==> src/rtl/udm_uart_rx.sv <==
// -----------------------------------------------------------------------------
// udm_uart_rx
// UART 8N1 receiver feeding the UDM debug bus master. The raw pin is
// synchronized, a falling edge seen while idle starts a frame, the start bit is
// confirmed at its centre, and data/stop bits are sampled at their centres.
// The bit period is a runtime input, latched once per frame at start detect.
//
// Ports:
//   clk_i          system clock
//   arst_i         asynchronous reset, active-high
//   rx_i           raw serial line (idle high, asynchronous to clk_i)
//   bitperiod_i    clock cycles per bit (clamped up to MIN_BITPERIOD)
//   rx_data_o      last correctly received byte
//   rx_done_tick_o one-cycle strobe, rx_data_o valid on it
//   frame_err_o    one-cycle strobe on a bad (low) stop bit
//   busy_o         high while a frame is in progress
// -----------------------------------------------------------------------------
module udm_uart_rx #(
  parameter int unsigned MIN_BITPERIOD = 8
) (
  input  logic        clk_i,
  input  logic        arst_i,
  input  logic        rx_i,
  input  logic [31:0] bitperiod_i,
  output logic [7:0]  rx_data_o,
  output logic        rx_done_tick_o,
  output logic        frame_err_o,
  output logic        busy_o
);

  localparam logic [31:0] MIN_BP = 32'(MIN_BITPERIOD);

  typedef enum logic [1:0] {
    IDLE  = 2'd0,
    START = 2'd1,
    DATA  = 2'd2,
    STOP  = 2'd3
  } state_t;

  state_t      state_q;
  logic        rx_meta_q;
  logic        rx_s_q;
  logic        rx_s_d_q;
  logic [31:0] bp_q;
  logic [31:0] cnt_q;
  logic [2:0]  idx_q;
  logic [7:0]  shift_q;
  logic [7:0]  data_q;
  logic        tick_q;
  logic        err_q;

  logic [31:0] bp_d;
  logic        start_det;
  logic        half_done;
  logic        bit_done;

  function automatic logic [31:0] clamp_bp(input logic [31:0] v);
    return (v < MIN_BP) ? MIN_BP : v;
  endfunction

  assign bp_d      = clamp_bp(bitperiod_i);
  // Falling edge only: a line parked low never looks like a fresh start.
  assign start_det = (state_q == IDLE) && rx_s_d_q && !rx_s_q;
  assign half_done = (cnt_q == ((bp_q >> 1) - 32'd1));
  assign bit_done  = (cnt_q == (bp_q - 32'd1));

  always_ff @(posedge clk_i or posedge arst_i) begin
    if (arst_i) begin
      state_q   <= IDLE;
      rx_meta_q <= 1'b1;
      rx_s_q    <= 1'b1;
      rx_s_d_q  <= 1'b1;
      bp_q      <= MIN_BP;
      cnt_q     <= 32'd0;
      idx_q     <= 3'd0;
      shift_q   <= 8'h00;
      data_q    <= 8'h00;
      tick_q    <= 1'b0;
      err_q     <= 1'b0;
    end else begin
      rx_meta_q <= rx_i;
      rx_s_q    <= rx_meta_q;
      rx_s_d_q  <= rx_s_q;
      tick_q    <= 1'b0;
      err_q     <= 1'b0;

      case (state_q)
        IDLE: begin
          if (start_det) begin
            bp_q    <= bp_d;
            cnt_q   <= 32'd0;
            idx_q   <= 3'd0;
            state_q <= START;
          end
        end

        START: begin
          if (half_done) begin
            cnt_q   <= 32'd0;
            // Line back high at mid start bit means it was a glitch.
            state_q <= rx_s_q ? IDLE : DATA;
          end else begin
            cnt_q <= cnt_q + 32'd1;
          end
        end

        DATA: begin
          if (bit_done) begin
            cnt_q   <= 32'd0;
            shift_q <= {rx_s_q, shift_q[7:1]};
            if (idx_q == 3'd7) begin
              state_q <= STOP;
            end else begin
              idx_q <= idx_q + 3'd1;
            end
          end else begin
            cnt_q <= cnt_q + 32'd1;
          end
        end

        STOP: begin
          if (bit_done) begin
            cnt_q   <= 32'd0;
            // Returning to IDLE at mid stop bit leaves half a bit of slack
            // for a back-to-back start edge.
            state_q <= IDLE;
            if (rx_s_q) begin
              data_q <= shift_q;
              tick_q <= 1'b1;
            end else begin
              err_q <= 1'b1;
            end
          end else begin
            cnt_q <= cnt_q + 32'd1;
          end
        end

        default: state_q <= IDLE;
      endcase
    end
  end

  assign rx_data_o      = data_q;
  assign rx_done_tick_o = tick_q;
  assign frame_err_o    = err_q;
  assign busy_o         = (state_q != IDLE);

endmodule

==> config.mk <==
export PLATFORM = sky130hd
export DESIGN_NAME = udm_uart_rx
export DESIGN_NICKNAME = d
export VERILOG_FILES = /design/src/rtl/udm_uart_rx.sv
export SDC_FILE = /design/constraint.sdc
export NUM_CORES = 1
export LEC_CHECK = 0
export CAP_MARGIN = 40
export CORE_MARGIN = 5
export CORE_UTILIZATION = 42
export CTS_CLUSTER_DIAMETER = 40
export CTS_CLUSTER_SIZE = 25
export DETAILED_ROUTE_END_ITERATION = 8
export REMOVE_ABC_BUFFERS = 1
export SETUP_SLACK_MARGIN = 0.5
export SLEW_MARGIN = 30
export SYNTH_ARGS = -nofsm -noshare
export SYNTH_HDL_FRONTEND = slang
export SYNTH_SLANG_ARGS = --single-unit
==> constraint.sdc <==
create_clock -name clk_i -period 3.9 [get_ports clk_i]
set_input_delay 0.39 -clock clk_i [delete_from_list [all_inputs] [get_ports clk_i]]
set_output_delay 0.39 -clock clk_i [all_outputs]
set_load 0.02 [all_outputs]
==> results.txt <==
The clock latency at the later pin of the worst-skew pair came out at 0.35 ns. Summed over all instances, the cell type with the most area after synthesis is dfrtp_1. The number of standard cells in the layout, taps in and fillers out came out at 998. The most used flip-flop cell after synthesis is dfrtp_1. The average via count per standard cell is ~6.0. Walking the worst path, the cells encountered are inv_2 -> ha_4 -> or4b_4 -> nor3_4 -> a211o_1 -> a31oi_1 -> or4_4 -> nor4_4 -> buf_4 -> o22a_4 -> buf_12 -> nor3_1 -> a211o_1. In the final routed layout, each cell accounts on average for 19.2 um.

The post-synthesis register bit count came out at 90. The startpoint-to-endpoint class of the critical path is reg2reg. For this block, the initial DRC count from the detailed router was 580. The clock transition time at the flip-flop clock pins of the worst setup and hold paths came out at 0.07 ns.

The total number of placement rows is 45. The delay of the slowest critical-path stage came out at between 0.5 and 0.6 ns. The cell total after placement is 951. The max-capacitance violation count is 0. Summed over all layers, the routed wires come to 19.1 mm. The largest fanout of any net on the critical path is 13.

The sequential fraction of the synthesis area came out at 0.349. The total of buffers placed on input and output ports is 45. For this design the static power due to leakage is 3.37 nW. The total DRC errors in the routed layout came out at 0. The post-synthesis to final-layout area growth came out at 21.5%.

The cell area that synthesis handed to floorplanning was 6460 um^2. The total number of vias is ~6000. The number of antenna violations at the first check in global routing came out at 0.

The antenna cell count is 0. The effective utilization at floorplan came out at 0.427. The power density of the placed cells is 583 nW/um^2. Global routing finished with a remaining overflow of 0.

The number of warnings reported in the yosys synthesis log is 0. The die covers 18000 um^2. For the worst setup path, the data arrival time is approximately 3.7 ns. The area after detailed placement came out at 7060 um^2. The total number of clock tree sinks came out at 90.

The first global-routing pass estimated 30.1 mm of wire. The number of endpoints failing setup at the final stage came out at 0. The clock arrives with 0.00545 ns of skew. The number of hold violations in the final report is 0. The maximum frequency from static timing analysis came out at 0.288 GHz. Routability-driven placement finished with a final weighted congestion of 1.01.

The type of destination of the critical path is a flip-flop. By area the synthesized netlist is led by dfrtp_1, nand2_1, xnor2_1, xor2_1, mux2_2. The number of distinct library cell variants in the gate-level netlist after synthesis is 71. The cell count after synthesis is 761. The via count of the first global-routing pass is 5777. Dividing the final minimum period by the clock period gives 0.891. The cell sitting at the root of the clock tree is a clkbuf_16. The class of the most critical hold timing path is reg2reg. The number of enable flip-flop cells after synthesis is 0. The most numerous cell type found on the critical path is a211o_1. The per-instance average area after synthesis came out at 8.50 um^2. The category of the worst setup path launch point is a flip-flop. The die outline height is 134 um. On the critical path the largest part of the delay comes from simple AND/OR/NAND/NOR gates.

The final design area excluding fillers is 7860 um^2. The largest net degree at the start of global routing is 33. TritonCTS built the clock tree. At the pin with the least slew margin, the transition time is 0.667 ns. TritonCTS created 9 clock buffers. The data required time of the critical path came out at 4.13 ns.

The peak supply drop is 0.000362 V. The placeable core area is 15100 um^2. The buffer depth of the longest clock path is 2.

The final count of pins violating max slew is 0. The max-slew headroom at the worst pin came out at 0.554. By count the netlist is led by nand2_1, dfrtp_1, xnor2_1. By instance count, the leading cell after synthesis is nand2_1.

In the synthesized netlist the async set-or-reset flop fraction comes to 1.00. The count of antenna-violating nets left after detailed routing is 0. The portion of synthesized cell area occupied by the leading cell type came out at 0.333. The number of levels the H-tree was split into is 3.

In this run the horizontal extent of the chip is 134 um. The half-perimeter wire length after detailed placement came out at 13.8 mm. The flow ran to the end, and the final reports show no timing, DRC or antenna violations. The number of nets in the layout is between 800 and 900. The fraction of layout instances using a drive strength above 1 came out at 0.193. The total track usage is 0.212. The count of buffering cells on the critical path with inverters included came out at 3. During I/O placement, the number of pins put on the boundary was 46. Setup repair after global routing could not meet its margin everywhere. The final period demand of the worst path is 3.47 ns. The first TritonRoute pass finished after 5 iterations. The hold-fix buffer count after cts came out at 0. The slowest stage of the critical path is the or4_4 cell.
## path summary, 6_finish.rpt
path / startpoint / to / slack (ns) / cells past startpoint
hold / removal: rx_meta_q / rx_s_q / 0.36 / 0
min in group asynchronous: arst_i / bp_q[27] / 0.38 / 2
setup / recovery: bp_q[0] / cnt_q[11] / 0.43 / 13
hold reg to reg: rx_meta_q / rx_s_q / 0.36 / 0
setup reg to reg: bp_q[0] / cnt_q[11] / 0.43 / 13
max in group asynchronous: arst_i / bp_q[3] / 2.68 / 3
## routing by layer
layer  track usage  up-vias  part of all wire
met5             0        -                 0
met4        0.0837        0             0.028
met3        0.0308       37             0.069
met2         0.332      221              0.45
met1         0.298     2910              0.45
li1              -     2822                 -
## final cells by class
type / count / area (um^2)
tap: 188 / 235
multi-input combinational: 583 / 3980
sequential: 90 / 2270
clock buffer: 9 / 225
clock inverter: 7 / 70.1
timing repair buffer: 105 / 1010
inverter: 16 / 61.3
fill: 1429 / 7290
## metrics by stage
step | TNS, ns | power, mW | setup slack [ns] | hold WS (ns) | utilization
global route | 0 | 4.85 | 0.280 | 0.366 | 0.519
finish | 0 | 4.58 | 0.427 | 0.358 | 0.519
floorplan | -4.21 | 2.72 | -0.195 | 0.345 | -
global placement | 0 | 3.29 | 0.0989 | 0.346 | 0.465
detailed placement | 0 | 3.33 | 0.128 | 0.347 | 0.466
CTS | 0 | 4.39 | 0.501 | 0.358 | 0.507
## power breakdown
part           switching, mW  internal, mW
Combinational           1.06         0.957
Clock                  0.412         0.450
Sequential             0.546          1.16
## worst reg2reg max path: cells and delay by family, from the launching register on
family | cells | cell delay [ns]
AOI/OAI and AO/OA | 4 | 0.75
adders and majority gates | 1 | 0.16
buffers and inverters | 3 | 0.43
DFF | 1 | 0.41
and+or+nand+nor | 5 | 1.60
## state kept, by name, summed over array words and instances (netlist names), named ones only
name,count
shift_q,8
idx_q,3
rx_data_o,8
cnt_q,32
rx_meta_q,1
frame_err_o,1
state_q,1
bp_q,32
rx_s_d_q,1
rx_s_q,1
rx_done_tick_o,1
## cells by family after synthesis
family          after synthesis  share of synthesized area
mux                          20                     0.0343
buf+inv                      88                     0.0615
compound gates              140                      0.150
flops                        90                      0.349
fa+ha+maj                     5                    0.00968
xor+xnor                     76                      0.103
simple gates                342                      0.292
## layout by cell type (no fill, tap or decap), types with 7 or more instances in the layout
master,count
nor4_1,19
or4_1,9
dfrtp_1,74
a211o_1,10
nand4_1,14
clkdlybuf4s50_1,45
or3_1,10
buf_4,52
and3_1,16
xnor2_1,40
clkbuf_16,9
nand2_1,127
o22ai_1,7
and4_1,7
xor2_1,36
nor3b_1,11
dfrtp_2,12
a21oi_1,11
a31oi_1,7
nor3_1,22
mux2_2,17
nor2_1,29
o21ai_0,33
a21o_1,17
nand3_1,22
nor4_4,7
inv_1,13
o211ai_1,10
## timing repair
item	in CTS	in global routing
cloned	2	0
gates resized for setup	42	9
buffers inserted	16	13
pin swaps	9	5
hold endpoints to repair	0	0
endpoints found under the setup margin	50	50
(Power assumes the default switching activity.)
